**config.mk**
```make
export PLATFORM = sky130hd
export DESIGN_NAME = hazard_ctrl
export DESIGN_NICKNAME = d
export VERILOG_FILES = /design/src/rtl/hazard_ctrl.sv
export SDC_FILE = /design/constraint.sdc
export NUM_CORES = 1
export LEC_CHECK = 0
export BUFFER_PORTS_ARGS = -buffer_cell sky130_fd_sc_hd__buf_2
export CAP_MARGIN = 20
export CORE_MARGIN = 8
export CORE_UTILIZATION = 39
export CTS_CLUSTER_SIZE = 14
export DETAILED_ROUTE_END_ITERATION = 12
export PLACE_DENSITY = 0.66
export SLEW_MARGIN = 20
export SYNTH_ARGS = -nofsm -noshare
export SYNTH_HDL_FRONTEND = slang
export SYNTH_SLANG_ARGS = --single-unit
```
**constraint.sdc**
```tcl
create_clock -name clk -period 2.05 [get_ports clk]
set_input_delay 0.205 -clock clk [delete_from_list [all_inputs] [get_ports clk]]
set_output_delay 0.205 -clock clk [all_outputs]
set_load 0.03 [all_outputs]
```
**src/rtl/hazard_ctrl.sv**
```systemverilog
// hazard_ctrl: stall and forwarding-select generation for the five-stage MIPS core.
// Tracks the register writers in flight in E, M and W as {wa, tnew} records and
// compares them against the source operands of the instructions in D, E and M.
// Optional feature macro: HAZARD_FWD_W_TO_D_EN (W becomes a D-operand source, code 3).
module hazard_ctrl (
    input  logic       clk,
    input  logic       reset,
    input  logic [4:0] d_rs,
    input  logic [4:0] d_rt,
    input  logic [1:0] d_tuse_rs,
    input  logic [1:0] d_tuse_rt,
    input  logic [4:0] d_wa,
    input  logic [1:0] d_tnew,
    output logic       stall,
    output logic [2:0] fwd_rs_d,
    output logic [2:0] fwd_rt_d,
    output logic [1:0] fwd_rs_e,
    output logic [1:0] fwd_rt_e,
    output logic [1:0] fwd_rt_m
);

    logic [4:0] e_wa, m_wa, w_wa;
    logic [1:0] e_tnew, m_tnew, w_tnew;
    logic [4:0] e_rs, e_rt, m_rt;

    // Countdown one step per stage, never below zero.
    function automatic logic [1:0] sat_dec(input logic [1:0] x);
        return (x == 2'd0) ? 2'd0 : x - 2'd1;
    endfunction

    // A record matches a register only for non-zero registers.
    function automatic logic hit(input logic [4:0] wa, input logic [4:0] r);
        return (r != 5'd0) && (wa == r);
    endfunction

    // Operand hazard: a matching producer whose result is still further away than the use.
    function automatic logic op_stall(input logic [4:0] r, input logic [1:0] tuse,
                                      input logic [4:0] ewa, input logic [1:0] etn,
                                      input logic [4:0] mwa, input logic [1:0] mtn);
        return (hit(ewa, r) && (tuse < etn)) || (hit(mwa, r) && (tuse < mtn));
    endfunction

    // D-operand select: youngest matching record wins; a not-yet-ready match blocks older ones.
    function automatic logic [2:0] d_sel(input logic [4:0] r,
                                         input logic [4:0] ewa, input logic [1:0] etn,
                                         input logic [4:0] mwa, input logic [1:0] mtn,
                                         input logic [4:0] wwa, input logic [1:0] wtn);
        logic [2:0] sel;
        sel = 3'd0;
        if (hit(ewa, r)) begin
            sel = (etn == 2'd0) ? 3'd1 : 3'd0;
        end else if (hit(mwa, r)) begin
            sel = (mtn == 2'd0) ? 3'd2 : 3'd0;
        end else begin
`ifdef HAZARD_FWD_W_TO_D_EN
            sel = (hit(wwa, r) && (wtn == 2'd0)) ? 3'd3 : 3'd0;
`else
            // Register file write-through covers the W producer.
            sel = ((wwa == 5'd0) && (wtn == 2'd0)) ? 3'd0 : 3'd0;
`endif
        end
        return sel;
    endfunction

    // E-operand select: M when its result is ready, otherwise W.
    function automatic logic [1:0] e_sel(input logic [4:0] r,
                                         input logic [4:0] mwa, input logic [1:0] mtn,
                                         input logic [4:0] wwa, input logic [1:0] wtn);
        if (hit(mwa, r) && (mtn == 2'd0))
            return 2'd1;
        else if (hit(wwa, r) && (wtn == 2'd0))
            return 2'd2;
        else
            return 2'd0;
    endfunction

    // Combinational hazard detection and forwarding selects.
    always_comb begin
        stall    = op_stall(d_rs, d_tuse_rs, e_wa, e_tnew, m_wa, m_tnew) ||
                   op_stall(d_rt, d_tuse_rt, e_wa, e_tnew, m_wa, m_tnew);
        fwd_rs_d = d_sel(d_rs, e_wa, e_tnew, m_wa, m_tnew, w_wa, w_tnew);
        fwd_rt_d = d_sel(d_rt, e_wa, e_tnew, m_wa, m_tnew, w_wa, w_tnew);
        fwd_rs_e = e_sel(e_rs, m_wa, m_tnew, w_wa, w_tnew);
        fwd_rt_e = e_sel(e_rt, m_wa, m_tnew, w_wa, w_tnew);
        fwd_rt_m = (hit(w_wa, m_rt) && (w_tnew == 2'd0)) ? 2'd1 : 2'd0;
    end

    // Advance the writer records; a stall turns the E slot into a bubble.
    always_ff @(posedge clk) begin
        if (reset) begin
            e_wa   <= 5'd0;
            e_tnew <= 2'd0;
            m_wa   <= 5'd0;
            m_tnew <= 2'd0;
            w_wa   <= 5'd0;
            w_tnew <= 2'd0;
            e_rs   <= 5'd0;
            e_rt   <= 5'd0;
            m_rt   <= 5'd0;
        end else begin
            m_wa   <= e_wa;
            m_tnew <= sat_dec(e_tnew);
            w_wa   <= m_wa;
            w_tnew <= sat_dec(m_tnew);
            m_rt   <= e_rt;
            if (stall) begin
                e_wa   <= 5'd0;
                e_tnew <= 2'd0;
                e_rs   <= 5'd0;
                e_rt   <= 5'd0;
            end else begin
                e_wa   <= d_wa;
                e_tnew <= d_tnew;
                e_rs   <= d_rs;
                e_rt   <= d_rt;
            end
        end
    end

endmodule

```
==> results of run 1 <==
cell families (layout without fill, tap and decap cells):
logic type / Yosys count / after routing
simple gates: 72 / 72
xor+xnor: 44 / 44
flops: 36 / 36
buf+inv: 16 / 77
compound gates: 12 / 12
fa+ha+maj: 6 / 6
other cells: 1 / 3
metrics by stage:
step	total power [W]	setup WS, ns	area [um2]	TNS [ns]	util [%]
final	0.001780	0.01542	2462	0	55.78
after global routing	0.001863	-0.08433	2462	-0.2882	55.78
after CTS	0.001778	0.001961	2409	0	54.56
after detailed placement	0.001128	-0.2558	2163	-4.330	49.01
after global placement	0.001121	-0.2304	2163	-4.089	49.01
after floorplan	0.001014	-0.2370	1848	-0.2370	-
sequential cells by signal, summed over array words and instances (netlist names):
| register | count |
|---|---|
| m_wa | 5 |
| e_rt | 5 |
| e_rs | 5 |
| m_tnew | 2 |
| w_tnew | 2 |
| e_wa | 5 |
| e_tnew | 2 |
| m_rt | 5 |
| w_wa | 5 |
routing by layer:
metal	GRT usage (%)	part of all wire (%)	vias to the layer above
met1	13.28	42	675
met5	0	0	-
met2	21.24	51	35
met3	5.371	5.7	8
li1	-	-	746
met4	5.338	1.7	0
power groups by stage:
stage,Clock [W],Sequential [W],Combinational [W]
2_1_floorplan,0,0.000780,0.000234
3_3_place_gp,0,0.000788,0.000333
3_5_place_dp,0,0.000790,0.000338
4_1_cts,0.000626,0.000774,0.000378
5_1_grt,0.000656,0.000780,0.000427
6_report,0.000616,0.000774,0.000390
cell usage in the layout, fill, tap and decap left out, drive strengths merged:
master	n
conb	3
buf	64
o21ai	2
clkbuf	6
nor3	6
ha	6
inv	5
xnor2	34
nand3	3
o211ai	4
nor2	4
a211o	1
or4	4
nor4b	4
dfxtp	36
a21o	1
or2	1
nor4	7
and3	1
nand4	4
nand2	2
o31ai	1
bufinv	1
nand2b	2
nor2b	15
and2	19
clkinv	1
a21oi	2
xor2	10
a2111oi	1
path summary, 6_finish.rpt:
| kind | start | end | slack [ns] | cells past startpoint |
|---|---|---|---|---|
| min | d_tnew[0] | e_tnew[0] | 0.11 | 2 |
| min reg2reg | e_tnew[0] | m_tnew[0] | 0.48 | 1 |
| max | d_rs[2] | stall | 0.02 | 7 |
| max reg2reg | e_tnew[1] | e_rs[2] | 0.27 | 8 |
worst register-to-register path, cell delays in order, from the launching register on:
cell and delay (ns):
dfxtp_1 0.31, inv_1 0.06, ha_1 0.26, o21ai_0 0.07, nor4b_2 0.17, buf_4 0.15, a2111oi_4 0.32, buf_4 0.24
and2_1 0.15
what timing repair did:
| item | CTS | global route |
|---|---|---|
| pin swaps | 10 | 8 |
| resized for setup | 21 | 7 |
| endpoints found under the setup margin | 5 | 23 |
| setup buffers | 7 | 5 |
layout make-up:
class	count	area [um2]	share of cell area (%)
Tap cell	52	65.06	2.642
Sequential cell	36	726.9	29.52
Timing Repair Buffer	64	429.2	17.43
Multi-Input combinational cell	137	1115	45.27
Inverter	5	18.77	0.7622
Clock inverter	2	35.03	1.423
Clock buffer	6	72.57	2.947
==> impl_metrics.ini, run 1 <==
[place]
dpl.hpwl_um = 3251
io_buffers = 32
dp_cells = 282
gp_congestion = 0.8533

[sta]
grt_setup_unrepaired = true
hold_ws_ns = 0.1052
hold_viol_final = 0
finalCritPeriodShare_pct = 99.25
skew_ns = 0.006218
finalCriticalPeriod_ns = 2.035
max_freq_mhz = 491.5
relSlewSlack_pct = 61.37
tightest_slew_ns = 0.5746
final_max_slew_viol_count = 0
finalSetupViolations = 0

[synthesis]
synthTopCellsByCount = dfxtp_1, xnor2_1, and2_1
synth_fa_ha_area_share_pct = 4.149
synth_ff_type = dfxtp_1
synth_largest_area_cell = dfxtp_1
synth_area_leaders = dfxtp_1, xnor2_1, and2_1
ys_warn_count = 0
synth_xor_area_share_pct = 21.30
yosysMostFrequentCell = dfxtp_1
yosysTopAreaCellShare_pct = 39.83
synth_edf_count = 0
syn_area_per_cell_um2 = 9.675
synth_cells = 187
synth_compound_area_share_pct = 5.878
ys_types = 30
ys_ff_latch = 36
ys_seq_area_share_pct = 39.83
synth_top_family_by_area = simple AND/OR/NAND/NOR gates
async_reset_ff_share_pct = 0
synth-simple-area-share_pct = 24.27
netlist_area_um2 = 1809
synthMuxAreaShare_pct = 0

[route]
vias = 1464
drtPass1Iterations = 4
drc_errors = 0
drtAntennaViolNets = 0
drtIter0Drc = 40
routed_wl_um = 4314
vias_per_cell = 4.848
wl_per_cell_um = 14.28

[pwr]
switching_power_w = 0.0004823
combPwrFrac_pct = 21.9
power.density_nw_per_um2 = 723.1
internal_power_w = 0.001298
power_frac_seq_pct = 43.5
power_frac_clock_pct = 34.6
p_leak_nw = 1.048
irDropWorstVdd_v = 0.0005875
sw_frac_of_total_pct = 27.09

[floorplan]
start_util_pct = 40.99
floorplan.die.width_um = 84.11
num_rows = 24
die_h_um = 84.11
dieArea_um2 = 7074
io_pins = 36
core-area_um2 = 4414

[final_layout]
nNetsFinal = 278
stdcell_count = 302
synthToLayoutAreaGrowth_pct = 36.10
fillers = 395
diodes = 0
layout-drive-gt1-share_pct = 37.60

[clock_tree]
cts_tree = done
clock_insertion_delay_worst_skew_ns = 0.29
cts_root_buf = clkbuf_8
hold_buffers = 0
htree_levels = 2
cts_max_path_buffers = 2
path_clk_slew_ns = 0.07
cts_sinks = 36
cts_buffers = 5

[worst_setup_path]
end_kind = output port
worstPathMaxFanout = 3
start_kind = input pin
cp_top_family = simple AND/OR/NAND/NOR gates
crit_required_ns = 1.85
critPathSlowestCell = or4_4
critPathBufInv = 2
worst_path_largest_cell_delay_ns = 0.53
crit_chain = buf_2 -> or4_4 -> o211ai_4 -> nor4b_4 -> or2_4 -> a211o_1 -> buf_6
worstPathArrival_ns = 1.83
timing_worst_setup_path_type = in2out

[global_routing]
antenna_found_initial = 0
gr-total-overflow = 0
grtUsageTotal_pct = 12.56
grt_pass1_vias = 1568
grt_max_degree = 21
grt_pass1_wl_um = 7134

[hold_path]
hp-class = in2reg

[flow_run]
drv_cap = 0

[run_status]
status = finished, final reports clean
Note: power is estimated with default switching activity, not from simulation.
==> run 2: changes to the inputs <==
Settings changed: CORE_UTILIZATION 39 to 30, PLACE_DENSITY 0.66 to 0.55.
==> impl_metrics.ini, run 2 (synthesized netlist as in run 1, its figures left out) <==
[worst_setup_path]
crit_chain = buf_6 -> or4_4 -> o211ai_1 -> buf_4 -> nor4b_4 -> or2_4 -> a211o_1 -> buf_6
worst_path_largest_cell_delay_ns = 0.53
ff2ff_setup_slack_ns = 0.11
worstPathMaxFanout = 2
critPathSlowestCell = or4_4
worstPathArrival_ns = 1.90
reg2reg_depth = 10
path_common_cell = buf_6
crit_required_ns = 1.85
r2r-start = e_wa[2]
timing_worst_setup_path_type = in2out
endpoint = stall
cp-startpoint = d_rt[3]
start_kind = input pin
reg2reg_to = e_rs[1]
end_kind = output port

[sta]
finalSetupViolations = 2
setup_tns_ns = -0.07258
final_max_slew_viol_count = 0
finalCritPeriodShare_pct = 102.8
hold_viol_final = 0
skew_ns = 0.004502
hold_ws_ns = 0.1120
grt_setup_unrepaired = true
finalCriticalPeriod_ns = 2.107
max_freq_mhz = 474.7
layout_setup_ws_ns = -0.05680

[run_status]
violations = setup timing
status = complete, but fails checks

[route]
vias = 1434
vias_per_cell = 4.345
drtPass1Iterations = 4
routed_wl_um = 4502
drtAntennaViolNets = 0
wl_per_cell_um = 13.64
drtIter0Drc = 37
drc_errors = 0

[global_routing]
grt_pass1_vias = 1539
antenna_found_initial = 0
grt_pass1_wl_um = 7265
grtUsageTotal_pct = 10.57
gr-total-overflow = 0
grt_max_degree = 21

[final_layout]
final_common_cell = buf_4
layout-drive-gt1-share_pct = 39.22
diodes = 0
fillers = 568
fin_util_pct = 43.88
final_cell_mix = buf_4, xnor2_1, dfxtp_1, buf_2, and2_1
synthToLayoutAreaGrowth_pct = 42.74
nNetsFinal = 283

[clock_tree]
cts_buffers = 5
cts_max_path_buffers = 2
htree_levels = 2
cts_sinks = 36
clock_insertion_delay_worst_skew_ns = 0.29
path_clk_slew_ns = 0.07
cts_root_buf = clkbuf_8
cts_tree = done
hold_buffers = 0

[place]
dpl.hpwl_um = 3402
io_buffers = 32
gp_congestion = 0.7779
pre_cts_ws_ns = -0.2772

[pwr]
total_power_w = 0.001866
p_leak_nw = 1.092
irDropWorstVdd_v = 0.0002851
power.density_nw_per_um2 = 722.4

[floorplan]
floorplan.die.width_um = 93.66
io_pins = 36
dieArea_um2 = 8772
start_util_pct = 30.74
core-area_um2 = 5886
num_rows = 28
die_h_um = 93.66

[hold_path]
hp-class = in2reg

[flow_run]
drv_cap = 0
[run 2: cell types whose count changed in the layout (fill, tap and decap cells not counted), sizes merged]
cell    previous run  this run
buf               64        68
clkinv             1         0
clkbuf             6         8
[run 2: metal layers]
| metal | global-route usage [%] | vias to the layer above | routed length, um |
|---|---|---|---|
| met1 | 11.65 | 644 | 2026 |
| met4 | 3.170 | 0 | 62 |
| met5 | 0 | - | 0 |
| met2 | 18.80 | 29 | 2216 |
| li1 | - | 755 | - |
| met3 | 3.437 | 6 | 197 |
[run 2: what timing repair did]
item | CTS | global route
pin swaps | 14 | 12
cloned | 0 | 0
resized for setup | 20 | 18
endpoints found under the setup margin | 5 | 24
setup buffers | 8 | 8
[run 2: per-stage QoR]
stage | instances | instance area [um2]
after floorplan | 189 | 1848
after global placement | 306 | 2200
after detailed placement | 306 | 2200
after CTS | 322 | 2469
after global routing | 330 | 2582
final | 330 | 2582
[run 2: power breakdown]
part	internal [W]	switching [W]
Combinational	0.000210	0.000202
Sequential	0.000740	0.0000339
Clock	0.000429	0.000250
Total	0.00138	0.000486
[run 2: final cells by class]
cell class              count  area, um2  area share (%)
repair buffers             69      483.0           18.70
clock buffers               7      96.34           3.731
inverters                   5      18.77          0.7267
multi-input cells         137       1135           43.94
well taps                  75      93.84           3.634
flip-flops and latches     36      725.7           28.10
clock inverters             1      30.03           1.163
[run 2: how the worst min path moves through the flow]
stage	startpoint	endpoint	slack, ns	cells past startpoint
6_report	d_wa[3]	e_wa[3]	0.11	2
5_1_grt	d_wa[1]	e_wa[1]	0.11	2
4_1_cts	d_wa[3]	e_wa[3]	0.10	2
3_5_place_dp	d_wa[3]	e_wa[3]	0.41	2
3_3_place_gp	d_wa[0]	e_wa[0]	0.40	2
2_1_floorplan	d_rs[0]	e_rs[0]	0.33	1
[run 2: critical path, delay by kind of cell]
kind,cells,cell delay (ns)
AOI/OAI and AO/OA,2,0.50
and+or+nand+nor,3,0.80
buffers and inverters,3,0.40
